### src/rtl/i2s_slave_rx.sv
// Slave-side I2S receiver: synchronises SCK/WS/SD into ck, tracks frame position, delivers stereo words.
// Optional frame-length checking with frame_err output is enabled by defining I2S_FRAME_CHECK_EN.
`timescale 1ns/1ps
module i2s_slave_rx #(
    parameter int unsigned BITS = 24,
    parameter int unsigned SLOT = 32
) (
    input  logic            ck,
    input  logic            rst_n,
    input  logic            sck,
    input  logic            ws,
    input  logic            sd,
    output logic [BITS-1:0] left,
    output logic [BITS-1:0] right,
    output logic            valid,
    output logic [5:0]      frame_posn,
`ifdef I2S_FRAME_CHECK_EN
    output logic            frame_err,
`endif
    output logic            locked
);

    typedef enum logic [1:0] {ST_HUNT, ST_LEFT, ST_RIGHT} state_t;

    localparam logic [5:0] BITS_C = 6'(BITS);
    localparam logic [5:0] SLOT_C = 6'(SLOT);
    localparam logic [5:0] LAST_C = 6'(2 * SLOT - 1);

    logic [1:0]      sck_sync, ws_sync, sd_sync;
    logic            sck_prev, ws_last, ws_ok;
    logic            rise, ws_s, sd_s, ws_fall, ws_rise;
    state_t          state, state_next;
    logic [5:0]      bit_cnt;
    logic [BITS-1:0] shift_l, shift_r, shift_l_n, shift_r_n;
    logic            deliver, frame_bad, enter_left, enter_right;

    assign ws_s    = ws_sync[1];
    assign sd_s    = sd_sync[1];
    assign rise    = sck_sync[1] & ~sck_prev;
    // ws_ok masks the first rise after reset so a ws level present at release is not seen as a change
    assign ws_fall = rise & ws_ok & ws_last & ~ws_s;
    assign ws_rise = rise & ws_ok & ~ws_last & ws_s;

    always_ff @(posedge ck or negedge rst_n) begin
        if (!rst_n) begin
            sck_sync <= '0;
            ws_sync  <= '0;
            sd_sync  <= '0;
            sck_prev <= 1'b0;
            ws_last  <= 1'b0;
            ws_ok    <= 1'b0;
        end else begin
            sck_sync <= {sck_sync[0], sck};
            ws_sync  <= {ws_sync[0], ws};
            sd_sync  <= {sd_sync[0], sd};
            sck_prev <= sck_sync[1];
            if (rise) begin
                ws_last <= ws_s;
                ws_ok   <= 1'b1;
            end
        end
    end

`ifdef I2S_FRAME_CHECK_EN
    localparam logic [6:0] FRAME_LAST = 7'(2 * SLOT - 1);
    logic [6:0] frm_cnt;

    assign frame_bad = (frm_cnt != FRAME_LAST);

    always_ff @(posedge ck or negedge rst_n) begin
        if (!rst_n) begin
            frm_cnt   <= '0;
            frame_err <= 1'b0;
        end else begin
            frame_err <= (state == ST_RIGHT) && ws_fall && frame_bad;
            if (rise) begin
                if (ws_fall)
                    frm_cnt <= '0;
                else if (frm_cnt != '1)
                    frm_cnt <= frm_cnt + 7'd1;
            end
        end
    end
`else
    assign frame_bad = 1'b0;
`endif

    always_ff @(posedge ck or negedge rst_n) begin
        if (!rst_n)
            state <= ST_HUNT;
        else
            state <= state_next;
    end

    // The bit on the ws-change rise is the LSB of the slot being closed, so it is shifted before switching
    always_comb begin
        state_next = state;
        shift_l_n  = shift_l;
        shift_r_n  = shift_r;
        deliver    = 1'b0;
        case (state)
            ST_HUNT: begin
                if (ws_fall)
                    state_next = ST_LEFT;
            end
            ST_LEFT: begin
                if (rise && bit_cnt < BITS_C)
                    for (int unsigned i = 0; i < BITS; i++)
                        if (32'(bit_cnt) == BITS - 1 - i)
                            shift_l_n[i] = sd_s;
                if (ws_rise)
                    state_next = ST_RIGHT;
            end
            ST_RIGHT: begin
                if (rise && bit_cnt < BITS_C)
                    for (int unsigned i = 0; i < BITS; i++)
                        if (32'(bit_cnt) == BITS - 1 - i)
                            shift_r_n[i] = sd_s;
                if (ws_fall) begin
                    state_next = ST_LEFT;
                    deliver    = ~frame_bad;
                end
            end
            default: state_next = ST_HUNT;
        endcase
    end

    assign enter_left  = (state_next == ST_LEFT) && (state != ST_LEFT);
    assign enter_right = (state_next == ST_RIGHT) && (state == ST_LEFT);

    always_ff @(posedge ck or negedge rst_n) begin
        if (!rst_n) begin
            left       <= '0;
            right      <= '0;
            valid      <= 1'b0;
            locked     <= 1'b0;
            frame_posn <= '0;
            bit_cnt    <= '0;
            shift_l    <= '0;
            shift_r    <= '0;
        end else begin
            valid <= deliver;
            if (deliver) begin
                left   <= shift_l;
                right  <= shift_r_n;
                locked <= 1'b1;
            end else if (state == ST_RIGHT && ws_fall) begin
                locked <= 1'b0;
            end
            if (rise) begin
                shift_l <= enter_left  ? '0 : shift_l_n;
                shift_r <= enter_right ? '0 : shift_r_n;
                if (enter_left || enter_right)
                    bit_cnt <= '0;
                else if (state != ST_HUNT && bit_cnt < BITS_C)
                    bit_cnt <= bit_cnt + 6'd1;
                if (ws_fall)
                    frame_posn <= '0;
                else if (ws_rise)
                    frame_posn <= SLOT_C;
                else if (frame_posn == LAST_C)
                    frame_posn <= '0;
                else
                    frame_posn <= frame_posn + 6'd1;
            end
        end
    end

endmodule

### config.mk
export PLATFORM = sky130hd
export DESIGN_NAME = i2s_slave_rx
export DESIGN_NICKNAME = d
export VERILOG_FILES = /design/src/rtl/i2s_slave_rx.sv
export SDC_FILE = /design/constraint.sdc
export NUM_CORES = 1
export LEC_CHECK = 0
export ABC_CLOCK_PERIOD_IN_PS = 1800
export CAP_MARGIN = 20
export CORE_ASPECT_RATIO = 1.4
export CORE_MARGIN = 2
export CORE_UTILIZATION = 40
export CTS_BUF_LIST = sky130_fd_sc_hd__clkbuf_2
export CTS_CLUSTER_DIAMETER = 50
export DETAILED_ROUTE_END_ITERATION = 16
export MAX_ROUTING_LAYER = met4
export PLACE_DENSITY = 0.63
export SLEW_MARGIN = 5
export SYNTH_ARGS = -nofsm -noshare
export SYNTH_HDL_FRONTEND = slang
export SYNTH_SLANG_ARGS = --single-unit
### constraint.sdc
create_clock -name ck -period 1.8 [get_ports ck]
set_input_delay 0.36 -clock ck [delete_from_list [all_inputs] [get_ports ck]]
set_output_delay 0.36 -clock ck [all_outputs]
set_load 0.01 [all_outputs]
==> out/qor.yml, run 1 <==
status:
  status: "finished, final reports clean"
logic_synthesis:
  synth_area_leaders: "dfrtp_1 54%, nand2_1 8.9%, o21ai_0 6.4%"
  synth-seq-cells: 121
  synth_top_area_cell: "dfrtp_1"
  yosys_warnings: 0
  ys_seq_area_share_pct: 53.7
  async_flop_share_pct: 100
  synth_edf_count: 0
  synth_cell_types: 53
  synth-main-ff-cell: "dfrtp_1"
  synth_area_per_cell_um2: 9.82
  synth_cells: 574
  syn-num-nets: 584
  syn_area_mm2: 0.00564
  netlist.area_leader.share_pct: 53.7
final_layout:
  final_area_mm2: 0.00727
  final_util_pct: 52.5
  drive_gt1_share_pct: 23.8
  area_growth_pct: 28.9
  fill_cells: 1308
  nNetsFinal: 717
timing:
  tns_ns: 0
  slew_headroom_pct: 59.0
  maxSlewViolCount: 0
  hold_violations: 0
  clock.fmax_ghz: 0.561
  skew_ns: 0.0300
  min_period_over_period_pct: 99.0
  rsz0062_at_grt: "yes"
  finalSetupViolations: 0
  worst_pin_slew_ns: 0.614
  fin_crit_ns: 1.78
drt:
  drc: 0
  postRouteAntennaNets: 0
  drt-pass1-iter-count: 5
  wl_um: 13400
  detail_route.wl_per_cell_um: 14.8
  viasPerCell: 5.13
  vias: 4641
  drt_iter0_markers: 213
power_and_ir_drop:
  power.density_mw_per_mm2: 847
  leakagePower_nw: 3.52
  ir_worst_vdd_uv: 350
grt:
  gr-total-overflow: 0
  track_usage_pct: 19.0
  grt_pass1_vias: 4515
  grt_pass1_wl_um: 22000
  grt_max_degree: 46
  antenna_found_initial: 1
clock_network:
  cts_root_buf: "clkbuf_2"
  cts_tree: "built"
  cts_max_path_buffers: 2
  clkTransAtPathRegs_ns: 0.18
  clkLatencyLatePin_ns: 0.67
  cts_buffers: 17
  htreeDepth: 4
  cts_num_sinks: 121
hold_path:
  worstHoldPathType: "input port to register"
die:
  core-area_mm2: 0.0138
  num_io_pins: 61
  start_util_pct: 40.7
  rows: 51
  die-area_mm2: 0.0151
  chipWidth_um: 104
  die_y_um: 144
critical_path:
  cp-start-kind: "register"
  cp_slowest_stage_delay_ns: 0.43
  worst-setup-path-type: "register to register"
  crit_required_ns: 2.34
  crit_chain: "inv_2, ha_4, or3b_4, nor2_4, nand2_2, mux2i_1, o21ai_1"
  cpMaxStageDelayCell: "or3b_4"
  crit_fanout: 6
  worstPathArrival_ns: 2.33
  cp-end-kind: "register"
run:
  drv_cap: 0
placement:
  gp_congestion: 0.879
  io_buffers: 60
  placed_area_mm2: 0.00672
  dp_hpwl_um: 9470
-- cell usage in the layout (no fill, tap or decap), types with 4 or more instances in the layout --
master | synthesis | layout
clkdlybuf4s15_1 | 0 | 39
o41ai_1 | 6 | 6
or3_1 | 9 | 8
dlygate4sd2_1 | 0 | 13
clkbuf_2 | 1 | 21
nor3_1 | 4 | 4
a21oi_1 | 30 | 27
nor2_1 | 13 | 12
o21ai_1 | 14 | 20
clkinv_1 | 0 | 6
buf_4 | 1 | 86
nand2_2 | 2 | 8
nor3_4 | 2 | 6
nand3_1 | 17 | 17
nor2b_1 | 6 | 5
a31oi_1 | 5 | 5
and2_1 | 8 | 7
a22o_1 | 10 | 10
clkinv_2 | 0 | 7
nand2_1 | 134 | 128
buf_12 | 0 | 4
dfrtp_1 | 121 | 118
o21ai_0 | 72 | 66
mux2i_1 | 25 | 24
nand2b_1 | 5 | 5
-- layer usage --
metal	track usage, %	vias up	share of wire [%]
li1	-	2262	-
met1	22.6	2271	44
met2	31.9	95	51
met3	4.06	13	3.5
met4	7.11	0	1.6
met5	-	-	0
-- cells in the mapped netlist (2+ instances only) --
master,n
o21ai_1,14
nor2_1,13
nor2b_1,6
buf_2,10
or2_1,2
and3_1,3
a22o_1,10
nor3b_1,2
nand2b_2,2
clkbuf_1,23
inv_1,4
o41ai_1,6
buf_6,2
o31ai_1,2
nor3_4,2
and2_1,8
o21ai_0,72
or3_1,9
ha_1,5
nand2_2,2
mux2i_1,25
nand3b_1,2
nand3_1,17
nor2_2,3
dfrtp_1,121
a21oi_1,30
nor3_2,6
nand2b_1,5
nor4_4,3
o41ai_2,2
nor3_1,4
nand2_1,134
a31oi_1,5
-- worst max-delay path, delay by kind of cell (launching register included) --
kind / cells / cell delay [ns]
AND/OR/NAND/NOR: 3 / 0.74
flip-flops: 1 / 0.42
multiplexers: 1 / 0.18
adder cells (fa/ha/maj): 1 / 0.14
AO/OA/AOI/OAI: 1 / 0.10
buffers and inverters: 1 / 0.09
-- sequential cells by signal (all words and copies together), names as in the netlist, 2 cells and up --
name / flops
right: 24
left: 24
sd_sync: 2
state: 2
frame_posn: 6
shift_r: 24
shift_l: 24
bit_cnt: 6
sck_sync: 2
ws_sync: 2
-- final cells by class --
cell class	instances	area [µm²]	share of cell area, %
flip-flops and latches	121	3030	41.7
multi-input cells	410	2520	34.7
repair buffers	152	1310	18.1
well taps	185	231	3.18
clock buffers	17	85.1	1.17
clock inverters	14	66.3	0.912
inverters	5	18.8	0.258
diodes	1	2.50	0.0344
-- repair_timing --
item	4_1_cts	5_1_grt
resized for setup	69	66
pin swaps	1	6
cloned	0	0
hold endpoints to repair	121	0
setup endpoints to repair	85	82
hold buffers	1	0
buffers inserted	17	23
-- where the power goes --
group	total [mW]	internal [mW]	switching (mW)
clock	1.29	0.307	0.979
combinational	1.75	0.784	0.968
sequential	3.12	2.96	0.158
-- final timing paths --
check / slack (ns) / cells past startpoint / start / to
setup / recovery: 0.02 / 7 / bit_cnt[0] / right[9]
hold / removal: 0.10 / 1 / ws / ws_sync[0]
setup reg to reg: 0.02 / 7 / bit_cnt[0] / right[9]
hold reg to reg: 0.37 / 0 / ws_sync[0] / ws_sync[1]
max in group asynchronous: 1.04 / 3 / rst_n / shift_r[7]
min in group asynchronous: 0.15 / 2 / rst_n / shift_r[23]
-- metrics by stage --
stage / setup WS, ns / std cells / total power [mW] / hold WS (ns)
after floorplan: -0.0596 / 574 / 4.05 / 0.0644
after global placement: -0.0426 / 832 / 4.73 / 0.310
after detailed placement: -0.110 / 832 / 4.78 / 0.320
after CTS: 0.000972 / 881 / 6.10 / 0.0393
after global routing: -0.0406 / 905 / 6.55 / 0.0344
final: 0.0174 / 905 / 6.16 / 0.101
-- logic make-up after synthesis --
group | after synthesis | share of synthesized area (%)
muxes | 27 | 4.84
AOI/OAI and AO/OA | 145 | 14.9
adders and majority gates | 5 | 1.11
and+or+nand+nor | 233 | 22.0
buffers and inverters | 43 | 3.44
DFF | 121 | 53.7
Power figures use the tool's default switching activity.
==> inputs of run 2 (changes only) <==
Settings changed: ABC_AREA set to 1.
==> run 2 against run 1 <==
Net effect:
- design area fell by 4.2%
- worst setup slack better by 0.063 ns
- die area rose by 1.4%
- sequential cell count did not move
- fmax up 3.7%
- global-route usage decreased by 0.48 points
- synthesized area rose by 1.4%
- cell count up 11%
- clock skew fell by 0.0080 ns
- largest cell class unchanged
- largest power group unchanged
==> out/qor.yml, run 2 <==
critical_path:
  crit_family: "flip-flops"
  cp-start-kind: "register"
  crit_chain: "dlygate4sd2_1"
  worstSetupPathDepth: 1  # -6
  worstPathArrival_ns: 1.36  # -0.97 ns
  crit_fanout: 2  # -4
  worst-setup-path-type: "register to primary output"
  cp-end-kind: "primary output"
  critical_path_buf_inv_count: 1  # unchanged
  cpMaxStageDelayCell: "dfrtp_1"
  cp_slowest_stage_delay_ns: 0.41  # -0.02 ns
  crit_required_ns: 1.44  # -0.90 ns
  ff2ff_path_depth: 7  # unchanged
power_and_ir_drop:
  power_mw: 6.28  # +1.9%
  leakagePower_nw: 3.74  # +6.1%
  power.density_mw_per_mm2: 901  # +6.3%
  ir_worst_vdd_uv: 337  # -3.6%
logic_synthesis:
  synth_edf_count: 0  # unchanged
  syn_area_mm2: 0.00572  # +1.4%
  synth_top_area_cell: "dfrtp_1"
  synth_cells: 723  # +26%
  async_flop_share_pct: 100  # unchanged
  syn-num-nets: 733  # +26%
  yosys_warnings: 0  # unchanged
  ys_seq_area_share_pct: 52.9  # -0.76 points
  synth_area_leaders: "dfrtp_1 53%, nand2_1 18%, nand3_1 7.1%"
  netlist.area_leader.share_pct: 52.9  # -0.76 points
  synth-seq-cells: 121  # unchanged
  synth.top_cells.by_count: "274 x nand2_1, 121 x dfrtp_1, 81 x nand3_1"
  synth_area_per_cell_um2: 7.91  # -19%
  synth_cell_types: 27  # -49%
  synth-main-ff-cell: "dfrtp_1"
  yosysMostFrequentCell: "nand2_1"
timing:
  min_period_over_period_pct: 95.5  # -3.5 points
  clock.fmax_ghz: 0.582  # +3.7%
  hold_ws_ns: 0.0936  # -0.00735 ns
  layout_setup_ws_ns: 0.0806  # +0.0632 ns
  slew_headroom_pct: 56.6  # -2.4 points
  worst_pin_slew_ns: 0.644  # +0.0298 ns
  fin_crit_ns: 1.72  # -0.0632 ns
  finalSetupViolations: 0  # unchanged
  rsz0062_at_grt: "no"
  maxSlewViolCount: 0  # unchanged
  skew_ns: 0.0220  # -0.00797 ns
  hold_violations: 0  # unchanged
  tns_ns: 0  # unchanged
die:
  rows: 51  # unchanged
  start_util_pct: 40.9  # +0.21 points
  num_io_pins: 61  # unchanged
  die_y_um: 145  # +0.70%
  chipWidth_um: 105  # +0.69%
  core-area_mm2: 0.0140  # +0.92%
  die-area_mm2: 0.0153  # +1.4%
hold_path:
  worstHoldPathType: "input port to register"
  hold_depth: 1  # unchanged
grt:
  antenna_found_initial: 1  # unchanged
  track_usage_pct: 18.5  # -0.48 points
  grt_pass1_wl_um: 22300  # +1.4%
  grt_max_degree: 60  # +30%
  gr-total-overflow: 0  # unchanged
  grt_pass1_vias: 4611  # +2.1%
placement:
  gp_congestion: 0.858  # -2.3%
  dp_hpwl_um: 8890  # -6.2%
  io_buffers: 60  # unchanged
  place_ws_ns: 0.102  # +0.213 ns
drt:
  drt_iter0_markers: 322  # +51%
  drt-pass1-iter-count: 5  # unchanged
  detail_route.wl_per_cell_um: 13.0  # -12%
  vias: 4959  # +6.9%
  wl_um: 13100  # -2.0%
  postRouteAntennaNets: 0  # unchanged
  viasPerCell: 4.91  # -4.2%
  drc: 0  # unchanged
final_layout:
  final_common_cell: "nand2_1"
  fill_cells: 1353  # +3.4%
  regArea_mm2: 0.00303  # about the same
  multiInputGateArea_mm2: 0.00227  # -9.9%
  mostFrequentLayoutCells: "274 x nand2_1, 120 x dfrtp_1, 81 x nand3_1"
  drive_gt1_share_pct: 11.9  # -12 points
  nNetsFinal: 821  # +15%
  area_growth_pct: 21.8
clock_network:
  htreeDepth: 4  # unchanged
  clkTransAtPathRegs_ns: 0.17  # about the same
  cts_buffers: 17  # unchanged
  cts_root_buf: "clkbuf_2"
  cts_tree: "built"
  cts_max_path_buffers: 2  # unchanged
  clkLatencyLatePin_ns: 0.67  # about the same
  cts_num_sinks: 121  # unchanged
status:
  status: "finished, final reports clean"
run:
  drv_cap: 0  # unchanged
## run 2: cell types whose count changed after synthesis, sizes merged, moves of 37 or more
cell   previous run  this run
nor2             17        65
inv               5        56
nand2           136       278
nand3            17        82
o21ai            86        28
nand4             0        37
## run 2: stage by stage
stage          utilization (%)  instances  area (µm²)
3_5_place_dp              47.0        950        6570
5_1_grt                   49.8       1009        6960
6_report                  49.8       1009        6960
3_3_place_gp              47.0        950        6570
4_1_cts                   49.2       1001        6870
2_1_floorplan                -        723        5720
## run 2: layer usage
layer | GRT usage [%] | part of all wire [%]
met2 | 28.9 | 48
met4 | 5.47 | 1.5
met5 | - | 0
met3 | 4.08 | 3.8
met1 | 24.2 | 46
## run 2: where the power goes
group	switching, mW	total [mW]	leakage, nW	internal [mW]
clock	0.964	1.57	0.127	0.608
sequential	0.207	3.21	1.64	3.00
combinational	0.927	1.49	1.97	0.568
total	2.10	6.28	3.74	4.18
## run 2: area by class of cell
type,instances,area share [%]
Antenna cell,1,0.0359
Clock buffer,19,1.37
Clock inverter,12,1.56
Inverter,57,3.11
Multi-Input combinational cell,507,32.6
Sequential cell,121,43.5
Tap cell,185,3.32
Timing Repair Buffer,107,14.5
## run 2: final timing paths
check                      slack (ns)   startpoint             to
setup reg to reg                 0.17   bit_cnt[0]      right[15]
max in group asynchronous        0.29        rst_n  frame_posn[0]
hold / removal                   0.09           ws     ws_sync[0]
hold reg to reg                  0.36  sck_sync[0]    sck_sync[1]
setup / recovery                 0.08     left[23]       left[23]
min in group asynchronous        0.57        rst_n  frame_posn[5]
## run 2: kinds of logic (layout without fill, tap and decap cells)
| kind of cell | Yosys count | count (layout) | share of synthesized area [%] |
|---|---|---|---|
| DFF | 121 | 121 | 52.9 |
| other | 0 | 1 | 0 |
| AOI/OAI and AO/OA | 32 | 32 | 2.84 |
| and+or+nand+nor | 467 | 467 | 35.1 |
| buffers and inverters | 95 | 195 | 7.53 |
| adders and majority gates | 5 | 5 | 1.09 |
| xor gates and xnor gates | 3 | 3 | 0.460 |
## run 2: what timing repair did
item / in CTS / in global routing
hold buffers: 3 / 0
setup endpoints to repair: 56 / 89
resized for setup: 64 / 46
gates cloned: 0 / 0
endpoints found under the hold margin: 121 / 0
setup buffers: 17 / 7
==> inputs of run 3 (changes only) <==
Settings changed: CTS_CLUSTER_SIZE set to 8, SLEW_MARGIN 5 to 40.
==> results of run 3 <==
No change in the layout: final DEF, timing and power equal those of run 2.
